===== src/rtl/debug_mode_ctrl_pkg.sv =====
// Shared types and constants for the hart debug-mode controller.
// Optional single-step support is built only when DEBUG_STEP_EN is defined.
package debug_pkg;

    typedef enum logic [2:0] {
        ST_RUN    = 3'd0,
        ST_DRAIN  = 3'd1,
        ST_ENTER  = 3'd2,
        ST_HALTED = 3'd3,
        ST_RESUME = 3'd4,
        ST_STEP   = 3'd5
    } dbg_state_e;

    typedef logic [1:0] cause_t;

    localparam cause_t CAUSE_HOLD    = 2'b00;
    localparam cause_t CAUSE_STEP    = 2'b01;
    localparam cause_t CAUSE_HALTREQ = 2'b10;
    localparam cause_t CAUSE_EBREAK  = 2'b11;

    localparam logic [31:0] DCSR_RESET_VAL = 32'h0000_0003;

endpackage


===== src/rtl/debug_mode_ctrl_if.sv =====
// Halt/resume handshake between the debug module and the hart controller.
interface debug_mode_ctrl_if;
    logic dm_haltreq_i;
    logic dm_resumereq_i;
    logic dm_halted_o;
    logic dm_running_o;
    logic dm_resumeack_o;
    logic dm_drain_err_o;

    modport master (
        output dm_haltreq_i, dm_resumereq_i,
        input  dm_halted_o, dm_running_o, dm_resumeack_o, dm_drain_err_o
    );

    modport slave (
        input  dm_haltreq_i, dm_resumereq_i,
        output dm_halted_o, dm_running_o, dm_resumeack_o, dm_drain_err_o
    );
endinterface


===== src/rtl/debug_mode_ctrl_cause_arb.sv =====
// Priority encoder of halt events: ebreak > haltreq > step.
module debug_cause_arb
    import debug_pkg::*;
(
    input  logic   ebreak_evt,
    input  logic   haltreq_evt,
    input  logic   step_evt,
    output cause_t cause,
    output logic   evt_valid
);

    // Highest-priority pending event selects the cause code
    always_comb begin
        cause     = CAUSE_HOLD;
        evt_valid = 1'b0;
        if (ebreak_evt) begin
            cause     = CAUSE_EBREAK;
            evt_valid = 1'b1;
        end else if (haltreq_evt) begin
            cause     = CAUSE_HALTREQ;
            evt_valid = 1'b1;
        end else if (step_evt) begin
            cause     = CAUSE_STEP;
            evt_valid = 1'b1;
        end else begin
            cause     = CAUSE_HOLD;
            evt_valid = 1'b0;
        end
    end

endmodule


===== src/rtl/debug_mode_ctrl.sv =====
// Hart debug-mode FSM: drain, enter, halt, resume and optional single-step.
// Macro DEBUG_STEP_EN enables the STEP state and cause 01.
module debug_mode_ctrl
    import debug_pkg::*;
#(
    parameter int unsigned DRAIN_TIMEOUT = 16
) (
    input  logic               clk_i,
    input  logic               reset_i,
    debug_mode_ctrl_if.slave   dm,
    input  logic               core_ebreak_i,
    input  logic               core_retire_i,
    input  logic               core_drained_i,
    input  logic               dcsr_step_i,
    input  logic               dcsr_ebreakm_i,
    output logic               core_halt_o,
    output logic               core_resume_o,
    output logic               DSP_reg_access_o,
    output logic [1:0]         DSP_cause_control_o,
    output logic               DSP_status_reset_o
);

    localparam logic [7:0] TIMEOUT_LAST = 8'(DRAIN_TIMEOUT - 1);

    dbg_state_e state_r, state_next_s;
    logic [7:0] cnt_r;
    cause_t     cause_r;
    logic       err_r;
    logic       rst_dly_r;
    logic       status_reset_r;

    logic       ebreak_q_s;
    logic       step_evt_s;
    cause_t     arb_cause_s;
    logic       arb_valid_s;
    logic       latch_en_s;
    logic       timeout_s;

    logic       halt_s, resume_s, reg_access_s, halted_s, running_s;
    cause_t     cause_out_s;

    assign ebreak_q_s = core_ebreak_i & dcsr_ebreakm_i;

`ifdef DEBUG_STEP_EN
    assign step_evt_s = (state_r == ST_STEP) & core_retire_i;
`else
    logic step_unused_s;
    assign step_unused_s = dcsr_step_i ^ core_retire_i;
    assign step_evt_s    = 1'b0;
`endif

    debug_cause_arb u_arb (
        .ebreak_evt  (ebreak_q_s),
        .haltreq_evt (dm.dm_haltreq_i),
        .step_evt    (step_evt_s),
        .cause       (arb_cause_s),
        .evt_valid   (arb_valid_s)
    );

    // State register
    always_ff @(posedge clk_i) begin
        if (reset_i) begin
            state_r <= ST_RUN;
        end else begin
            state_r <= state_next_s;
        end
    end

    // Next-state logic
    always_comb begin
        state_next_s = state_r;
        latch_en_s   = 1'b0;
        timeout_s    = 1'b0;
        case (state_r)
            ST_RUN: begin
                if (arb_valid_s) begin
                    state_next_s = ST_DRAIN;
                    latch_en_s   = 1'b1;
                end else begin
                    state_next_s = ST_RUN;
                end
            end
            ST_DRAIN: begin
                if (core_drained_i) begin
                    state_next_s = ST_ENTER;
                end else if (cnt_r == TIMEOUT_LAST) begin
                    state_next_s = ST_ENTER;
                    timeout_s    = 1'b1;
                end else begin
                    state_next_s = ST_DRAIN;
                end
            end
            ST_ENTER:  state_next_s = ST_HALTED;
            ST_HALTED: begin
                if (dm.dm_resumereq_i && !dm.dm_haltreq_i) begin
                    state_next_s = ST_RESUME;
                end else begin
                    state_next_s = ST_HALTED;
                end
            end
`ifdef DEBUG_STEP_EN
            ST_RESUME: begin
                if (dcsr_step_i) begin
                    state_next_s = ST_STEP;
                end else begin
                    state_next_s = ST_RUN;
                end
            end
            ST_STEP: begin
                if (arb_valid_s) begin
                    state_next_s = ST_DRAIN;
                    latch_en_s   = 1'b1;
                end else begin
                    state_next_s = ST_STEP;
                end
            end
`else
            ST_RESUME: state_next_s = ST_RUN;
`endif
            default:   state_next_s = ST_RUN;
        endcase
    end

    // Drain counter, latched cause, sticky timeout flag and post-reset pulse
    always_ff @(posedge clk_i) begin
        if (reset_i) begin
            cnt_r          <= 8'd0;
            cause_r        <= CAUSE_HOLD;
            err_r          <= 1'b0;
            rst_dly_r      <= 1'b1;
            status_reset_r <= 1'b0;
        end else begin
            cnt_r          <= (state_r == ST_DRAIN) ? cnt_r + 8'd1 : 8'd0;
            cause_r        <= latch_en_s ? arb_cause_s : cause_r;
            rst_dly_r      <= 1'b0;
            status_reset_r <= rst_dly_r;
            if (timeout_s) begin
                err_r <= 1'b1;
            end else if (state_next_s == ST_RESUME) begin
                err_r <= 1'b0;
            end else begin
                err_r <= err_r;
            end
        end
    end

    // Output decode from the registered state
    always_comb begin
        halt_s       = 1'b0;
        resume_s     = 1'b0;
        reg_access_s = 1'b0;
        halted_s     = 1'b0;
        running_s    = 1'b0;
        cause_out_s  = CAUSE_HOLD;
        case (state_r)
            ST_RUN:    running_s = 1'b1;
            ST_DRAIN:  halt_s    = 1'b1;
            ST_ENTER: begin
                halt_s       = 1'b1;
                reg_access_s = 1'b1;
                cause_out_s  = cause_r;
            end
            ST_HALTED: begin
                halt_s       = 1'b1;
                reg_access_s = 1'b1;
                halted_s     = 1'b1;
            end
            ST_RESUME: resume_s  = 1'b1;
            ST_STEP:   running_s = 1'b1;
            default:   running_s = 1'b0;
        endcase
    end

    assign core_halt_o         = halt_s;
    assign core_resume_o       = resume_s;
    assign DSP_reg_access_o    = reg_access_s;
    assign DSP_cause_control_o = cause_out_s;
    assign DSP_status_reset_o  = status_reset_r;
    assign dm.dm_halted_o      = halted_s;
    assign dm.dm_running_o     = running_s;
    assign dm.dm_resumeack_o   = resume_s;
    assign dm.dm_drain_err_o   = err_r;

endmodule


===== src/flat_wrapper.sv =====
// flat-port wrapper written by rule: the top's interface ports become plain ports
module debug_mode_ctrl_flat import debug_pkg::*;
#(
    parameter int unsigned DRAIN_TIMEOUT = 16
)
  (clk_i, reset_i, core_ebreak_i, core_retire_i, core_drained_i, dcsr_step_i, dcsr_ebreakm_i, core_halt_o, core_resume_o, DSP_reg_access_o, DSP_cause_control_o, DSP_status_reset_o, dm_dm_haltreq_i, dm_dm_resumereq_i, dm_dm_halted_o, dm_dm_running_o, dm_dm_resumeack_o, dm_dm_drain_err_o);
  debug_mode_ctrl_if dm_i ();
  input  logic clk_i;
  input  logic reset_i;
  input  logic core_ebreak_i;
  input  logic core_retire_i;
  input  logic core_drained_i;
  input  logic dcsr_step_i;
  input  logic dcsr_ebreakm_i;
  output logic core_halt_o;
  output logic core_resume_o;
  output logic DSP_reg_access_o;
  output logic [1:0] DSP_cause_control_o;
  output logic DSP_status_reset_o;
  input wire logic [$bits(dm_i.dm_haltreq_i)-1:0] dm_dm_haltreq_i;
  input wire logic [$bits(dm_i.dm_resumereq_i)-1:0] dm_dm_resumereq_i;
  output wire logic [$bits(dm_i.dm_halted_o)-1:0] dm_dm_halted_o;
  output wire logic [$bits(dm_i.dm_running_o)-1:0] dm_dm_running_o;
  output wire logic [$bits(dm_i.dm_resumeack_o)-1:0] dm_dm_resumeack_o;
  output wire logic [$bits(dm_i.dm_drain_err_o)-1:0] dm_dm_drain_err_o;
  assign dm_i.dm_haltreq_i = dm_dm_haltreq_i;
  assign dm_i.dm_resumereq_i = dm_dm_resumereq_i;
  assign dm_dm_halted_o = dm_i.dm_halted_o;
  assign dm_dm_running_o = dm_i.dm_running_o;
  assign dm_dm_resumeack_o = dm_i.dm_resumeack_o;
  assign dm_dm_drain_err_o = dm_i.dm_drain_err_o;
  debug_mode_ctrl #(.DRAIN_TIMEOUT(DRAIN_TIMEOUT)) u_core (.clk_i(clk_i), .reset_i(reset_i), .dm(dm_i), .core_ebreak_i(core_ebreak_i), .core_retire_i(core_retire_i), .core_drained_i(core_drained_i), .dcsr_step_i(dcsr_step_i), .dcsr_ebreakm_i(dcsr_ebreakm_i), .core_halt_o(core_halt_o), .core_resume_o(core_resume_o), .DSP_reg_access_o(DSP_reg_access_o), .DSP_cause_control_o(DSP_cause_control_o), .DSP_status_reset_o(DSP_status_reset_o));
endmodule

===== config.mk =====
export PLATFORM = sky130hd
export DESIGN_NAME = debug_mode_ctrl_flat
export DESIGN_NICKNAME = d
export VERILOG_FILES = /design/src/rtl/debug_mode_ctrl_pkg.sv /design/src/rtl/debug_mode_ctrl_if.sv /design/src/rtl/debug_mode_ctrl_cause_arb.sv /design/src/rtl/debug_mode_ctrl.sv /design/src/flat_wrapper.sv
export SDC_FILE = /design/constraint.sdc
export NUM_CORES = 1
export LEC_CHECK = 0
export CAP_MARGIN = 0
export CORE_MARGIN = 2
export CORE_UTILIZATION = 45
export DETAILED_ROUTE_END_ITERATION = 12
export PLACE_DENSITY_LB_ADDON = 0.25
export SLEW_MARGIN = 20
export SYNTH_ARGS = -nofsm -noshare
export SYNTH_HDL_FRONTEND = slang
export SYNTH_SLANG_ARGS = --single-unit
export TNS_END_PERCENT = 10

===== constraint.sdc =====
create_clock -name clk_i -period 3.8 [get_ports clk_i]
set_input_delay 0.76 -clock clk_i [delete_from_list [all_inputs] [get_ports clk_i]]
set_output_delay 0.76 -clock clk_i [all_outputs]
set_load 0.05 [all_outputs]

==> metrics.yaml, run 1 <==
sw_frac_of_total_pct: 29.0
io_buffers: 16
ys.warnings.count: 0
wl_per_cell_um: 11.9
cts_buffer_depth: 2
post-synth-top-area-fraction_pct: 43.2
avgSynthCellArea_um2: 9.51
dp_slack_ns: 1.39
fp-row-count: 14
drtIter0Drc: 10
drt.antenna.violating_nets: 0
routed_wl_um: 1290
firstDrtPassIters: 4
fmax_ghz: 0.368
grt_max_degree: 11
hold_violations: 0
dieHeight_um: 44.6
power_switching_uw: 108
cts-buffers-inserted: 3
critPathCaptureType: "primary output"
drc_errors: 0
synth_fp_nets: 88
n_antenna_cell: 0
start_util_pct: 48.7
p_leak_uw: 0.000325
ioPinCount: 19
power_density_nw_per_um2: 406
setup_viol: 0
tns_ns: 0
synthesis.area_um2: 742
worstPathRequired_ns: 3.04
overflow: 0
peakVddDrop_uv: 220
synthCells: 78
yosysUniqueCellTypes: 34
core_area_um2: 1520
crit_arrival_ns: 1.96
ys_seq_elements: 16
rsz0062_at_grt: "no"
tightest_slew_ns: 0.492
vias_per_cell: 5.32
synth_top_cells_by_area: "dfxtp_1 43%, a21oi_2 3.5%, nor2_2 3.4%, buf_6 3.0%, a21oi_1 2.7%"
relSlewSlack_pct: 67.1
ctsHoldBuffers: 0
h-tree-depth: 1
dieArea_um2: 1990
antenna_found_initial: 0
cts_sinks: 16
place_congestion: 0.757
period_needed_ns: 2.72
drv_slew: 0
post-cts-setup-buffer-count: 0
drive_above_1_share_pct: 18.3
nNetsFinal: 104
fp.dieW_um: 44.6
internal-power_uw: 264
maxCapViolations: 0
n_fill_cell: 145
hold_class: "reg -> reg"
multi_input_area_um2: 372
grt_pass1_vias: 491
worst_setup_path_start_kind: "register"
power_frac_comb_pct: 20.5
grt_pass1_wl_um: 2260
fin_crit_sh_pct: 71.6
cts_tree: "done"
clk_latency_ns: 0.29
yosys.area.top_type: "dfxtp_1"
pwr-share-seq_pct: 49.4
outcome: "completed"
fin_skew_ns: 0.00389
area_delta_synth_final_pct: 23.4
grt_usage_pct: 16.2
crit_type: "reg -> out"
fin_ws_ns: 1.08
via_count: 580
cts_root_buf: "clkbuf_4"
clkPwrFrac_pct: 30.0
final-seq-area_um2: 320
clkTransAtPathRegs_ns: 0.09
dp_hpwl_um: 972
crit_fanout: 8
post_cts_resized: 0
seq_area_frac_synth_pct: 43.2
==> through the flow <==
stage | cell area [um2] | util, % | instances | total power [uW] | hold slack [ns]
5_1_grt | 916 | 60.1 | 109 | 390 | 0.484
3_3_place_gp | 880 | 57.7 | 105 | 263 | 0.430
4_1_cts | 916 | 60.1 | 109 | 374 | 0.460
6_report | 916 | 60.1 | 109 | 372 | 0.456
2_1_floorplan | 742 | - | 78 | 242 | 0.414
3_5_place_dp | 880 | 57.7 | 105 | 265 | 0.445
==> Yosys cell counts <==
| cell | instances |
|---|---|
| a21bo_1 | 1 |
| a21bo_2 | 1 |
| a21o_1 | 1 |
| a21oi_1 | 4 |
| a21oi_2 | 3 |
| a31oi_1 | 1 |
| and2_1 | 2 |
| and2_2 | 1 |
| and3_1 | 1 |
| buf_2 | 1 |
| buf_4 | 2 |
| buf_6 | 2 |
| dfxtp_1 | 16 |
| ha_1 | 1 |
| inv_1 | 2 |
| nand2_1 | 4 |
| nand2b_2 | 1 |
| nand3_1 | 4 |
| nand3b_1 | 1 |
| nand4_1 | 1 |
| nor2_1 | 3 |
| nor2_2 | 4 |
| nor2b_1 | 1 |
| nor3_1 | 3 |
| nor3b_1 | 1 |
| nor4_1 | 1 |
| nor4b_1 | 1 |
| nor4b_2 | 1 |
| o21ai_0 | 4 |
| o22ai_2 | 1 |
| or3_1 | 3 |
| or4b_4 | 1 |
| xnor2_1 | 2 |
| xor2_1 | 2 |
==> registers in the layout, indices dropped and copies added (netlist names) <==
signal                     flops
u_core.DSP_status_reset_o      1
u_core.cause_r                 2
u_core.cnt_r                   8
u_core.dm.dm_drain_err_o       1
u_core.rst_dly_r               1
u_core.state_r                 3
==> logic make-up after synthesis <==
family | count (synthesis) | share of synthesized area [%]
buffers and inverters | 7 | 6.74
xor gates and xnor gates | 4 | 4.72
DFF | 16 | 43.2
AOI/OAI and AO/OA | 16 | 15.2
adders and majority gates | 1 | 1.69
and+or+nand+nor | 34 | 28.5
==> layout make-up <==
| cell class | count | area share [%] |
|---|---|---|
| multi-input combinational | 55 | 40.6 |
| tap | 16 | 2.19 |
| timing repair buffer | 16 | 17.5 |
| inverter | 2 | 0.820 |
| sequential | 16 | 35.0 |
| clock buffer | 4 | 3.96 |
==> final timing paths <==
kind	startpoint	endpoint	slack, ns	cells after the start
worst min register to register	u_core.rst_dly_r	u_core.DSP_status_reset_o	0.46	1
worst max-delay path	u_core.state_r[2]	DSP_cause_control_o[0]	1.08	3
worst max register to register	u_core.state_r[0]	u_core.cnt_r[6]	2.48	2
worst min-delay path	u_core.rst_dly_r	u_core.DSP_status_reset_o	0.46	1
==> placed cells by master (no fill, tap or decap) <==
cell type | netlist | final
clkbuf_8 | 0 | 1
or4b_4 | 1 | 1
a21oi_1 | 4 | 4
nor3_1 | 3 | 3
nor2_1 | 3 | 3
nor4_1 | 1 | 1
xnor2_1 | 2 | 2
nand3_1 | 4 | 4
a21o_1 | 1 | 1
xor2_1 | 2 | 2
nand3b_1 | 1 | 1
a21oi_2 | 3 | 3
ha_1 | 1 | 1
nor2b_1 | 1 | 1
nand2_1 | 4 | 4
nor4b_1 | 1 | 1
inv_1 | 2 | 2
and3_1 | 1 | 1
or3_1 | 3 | 3
and2_1 | 2 | 2
a21bo_1 | 1 | 1
nand2b_2 | 1 | 1
dfxtp_1 | 16 | 16
nor3b_1 | 1 | 1
a21bo_2 | 1 | 1
nor4b_2 | 1 | 1
o22ai_2 | 1 | 1
a31oi_1 | 1 | 1
clkbuf_4 | 0 | 3
o21ai_0 | 4 | 4
and2_2 | 1 | 1
clkdlybuf4s50_1 | 0 | 16
nor2_2 | 4 | 4
nand4_1 | 1 | 1
==> power groups by stage <==
stage          Sequential [uW]  Clock, uW  Combinational [uW]
2_1_floorplan              184          0                57.5
3_3_place_gp               187          0                76.0
3_5_place_dp               188          0                76.8
4_1_cts                    184        113                76.8
5_1_grt                    185        122                82.8
6_report                   184        112                76.4
==> layer usage <==
metal  GRT usage (%)  vias up  wire, um
li1                -      301         -
met1            23.5      263       667
met2            20.0       11       539
met3            4.90        5        53
met4            10.9        0        33
met5               0        -         0
==> worst max-delay path, cell delays in order, from the launching register on <==
cell	delay, ns
dfxtp_1	0.40
nand2b_2	0.25
nor3b_1	0.20
clkdlybuf4s50_1	0.83
Note: power is estimated with default switching activity, not from simulation.
==> run 2, diff against run 1 <==
Settings changed: CORE_UTILIZATION 45 to 41.
Clock period 3.8 ns to 2.4 ns, I/O delays scaled along.
==> metrics.yaml, run 2 (synthesis gave the netlist of run 1 again) <==
antenna_found_initial: 0  # unchanged
final_cell_mix: "16 x dfxtp_1, 13 x clkdlybuf4s50_1"
cts-buffers-inserted: 3  # unchanged
hold_class: "reg -> reg"
cts_buffer_depth: 2  # unchanged
clk_latency_ns: 0.29  # about the same
area_delta_synth_final_pct: 25.0
p_leak_uw: 0.000336  # +3.3%
rsz0062_at_grt: "no"
dp_slack_ns: 0.414  # -0.972 ns
reg_top3: "u_core.cnt_r (8), u_core.state_r (3), u_core.cause_r (2)"
outcome: "completed"
drive_above_1_share_pct: 22.3  # +4.1 points
max_stage_delay_ns: 0.80  # -0.03 ns
largest_register_ffs: 8  # unchanged
n_fill_cell: 164  # +13%
n_antenna_cell: 0  # unchanged
place_congestion: 0.696  # -8.0%
crit_arrival_ns: 1.83  # -0.13 ns
drtIter0Drc: 7  # -3
top_register: "u_core.cnt_r"
crit_type: "reg -> out"
r2r_cells: 2  # unchanged
worst_setup_path_start_kind: "register"
worst_hold_slack_ns: 0.456  # -0.000464 ns
fin_ws_ns: 0.0854  # -0.994 ns
cpMaxStageDelayCell: "clkdlybuf4s50_1"
min_from: "u_core.rst_dly_r"
grt_pass1_wl_um: 2150  # -5.2%
fmax_ghz: 0.432
routed_wl_um: 1280  # -0.93%
cts_tree: "done"
io_buffers: 16  # unchanged
via_count: 589  # +1.6%
hold_depth: 1  # unchanged
tns_ns: 0  # unchanged
tightest_slew_ns: 0.485  # -0.00724 ns
crit_fanout: 8  # unchanged
period_needed_ns: 2.31
clkTransAtPathRegs_ns: 0.10  # about the same
hold_end: "u_core.DSP_status_reset_o"
core_area_um2: 1710  # +12%
reg2reg_from: "u_core.state_r[0]"
drv_slew: 0  # unchanged
fin_util_pct: 54.3  # -5.8 points
dp_hpwl_um: 968  # -0.41%
fin_crit_sh_pct: 96.4
relSlewSlack_pct: 67.4  # +0.29 points
dieArea_um2: 2170  # +8.9%
path_buf_inv: 2  # +1
power_density_nw_per_um2: 638  # +57%
maxCapViolations: 0  # unchanged
wl_per_cell_um: 10.8  # -9.3%
vias_per_cell: 4.95  # -7.0%
peakVddDrop_uv: 460  # +110%
fp-row-count: 15  # +1
cts_root_buf: "clkbuf_4"
h-tree-depth: 1  # unchanged
fin_skew_ns: 0.00630  # +0.00241 ns
firstDrtPassIters: 4  # unchanged
dieHeight_um: 46.5  # +4.3%
r2r_slack_ns: 1.07  # -1.41 ns
overflow: 0  # unchanged
cts_sinks: 16  # unchanged
ctsHoldBuffers: 0  # unchanged
drc_errors: 0  # unchanged
grt_pass1_vias: 513  # +4.5%
hold_violations: 0  # unchanged
layout_commonest_cell: "dfxtp_1"
fp.dieW_um: 46.5  # +4.3%
drt.antenna.violating_nets: 0  # unchanged
post-cts-setup-buffer-count: 0  # unchanged
place_inst: 115  # +9.5%
grt_max_degree: 11  # unchanged
worstPathRequired_ns: 1.92  # -1.12 ns
setup_viol: 0  # unchanged
crit_chain: "nand2b_2 -> inv_1 -> clkdlybuf4s50_1"
grt_usage_pct: 14.1  # -2.1 points
timing.rr.end: "u_core.cnt_r[7]"
ioPinCount: 19  # unchanged
nNetsFinal: 105  # +0.96%
critical_path.top_delay_family: "buffers and inverters"
post_cts_resized: 0  # unchanged
stdcell_count: 119  # +9.2%
start_util_pct: 43.4  # -5.2 points
critPathCaptureType: "primary output"
## run 2: report_power, final
group          switching (uW)  leakage [uW]  internal [uW]
registers                13.5      0.000131            277
clock network            87.4     0.0000210           92.4
logic                    72.1      0.000185           49.0
total                     173      0.000336            418
## run 2: area by class of cell
| class | instances | area [um2] | share of cell area, % |
|---|---|---|---|
| multi-input cells | 55 | 372 | 40.1 |
| clock buffers | 4 | 36.3 | 3.91 |
| flip-flops and latches | 16 | 320 | 34.5 |
| repair buffers | 17 | 160 | 17.3 |
| inverters | 2 | 7.51 | 0.810 |
| well taps | 25 | 31.3 | 3.37 |
## run 2: routing by layer
metal | vias to the layer above | share of wire [%] | GRT usage (%)
met5 | - | 0 | 0
met4 | 0 | 1.6 | 6.86
met3 | 2 | 3.0 | 2.35
met2 | 8 | 46 | 20.8
met1 | 275 | 50 | 19.6
li1 | 304 | - | -
## run 2: worst register-to-register path: stages (launching register included)
cell	delay, ns
dfxtp_1	0.52
or4b_4	0.61
a21oi_2	0.14
## run 2: metrics by stage
step	power (uW)	cell area, um2
floorplan	383	742
global placement	418	891
detailed placement	418	891
CTS	595	927
global route	614	927
finish	591	927
## run 2: how the worst max path moves through the flow
stage	start	endpoint	slack (ns)	depth (start not counted)
6_report	u_core.state_r[2]	DSP_reg_access_o	0.09	3
5_1_grt	u_core.state_r[2]	DSP_reg_access_o	0.002	3
4_1_cts	u_core.state_r[2]	DSP_reg_access_o	0.08	3
3_5_place_dp	u_core.state_r[2]	DSP_reg_access_o	0.41	3
3_3_place_gp	u_core.state_r[2]	DSP_reg_access_o	0.41	3
2_1_floorplan	u_core.state_r[2]	DSP_cause_control_o[0]	0.15	3
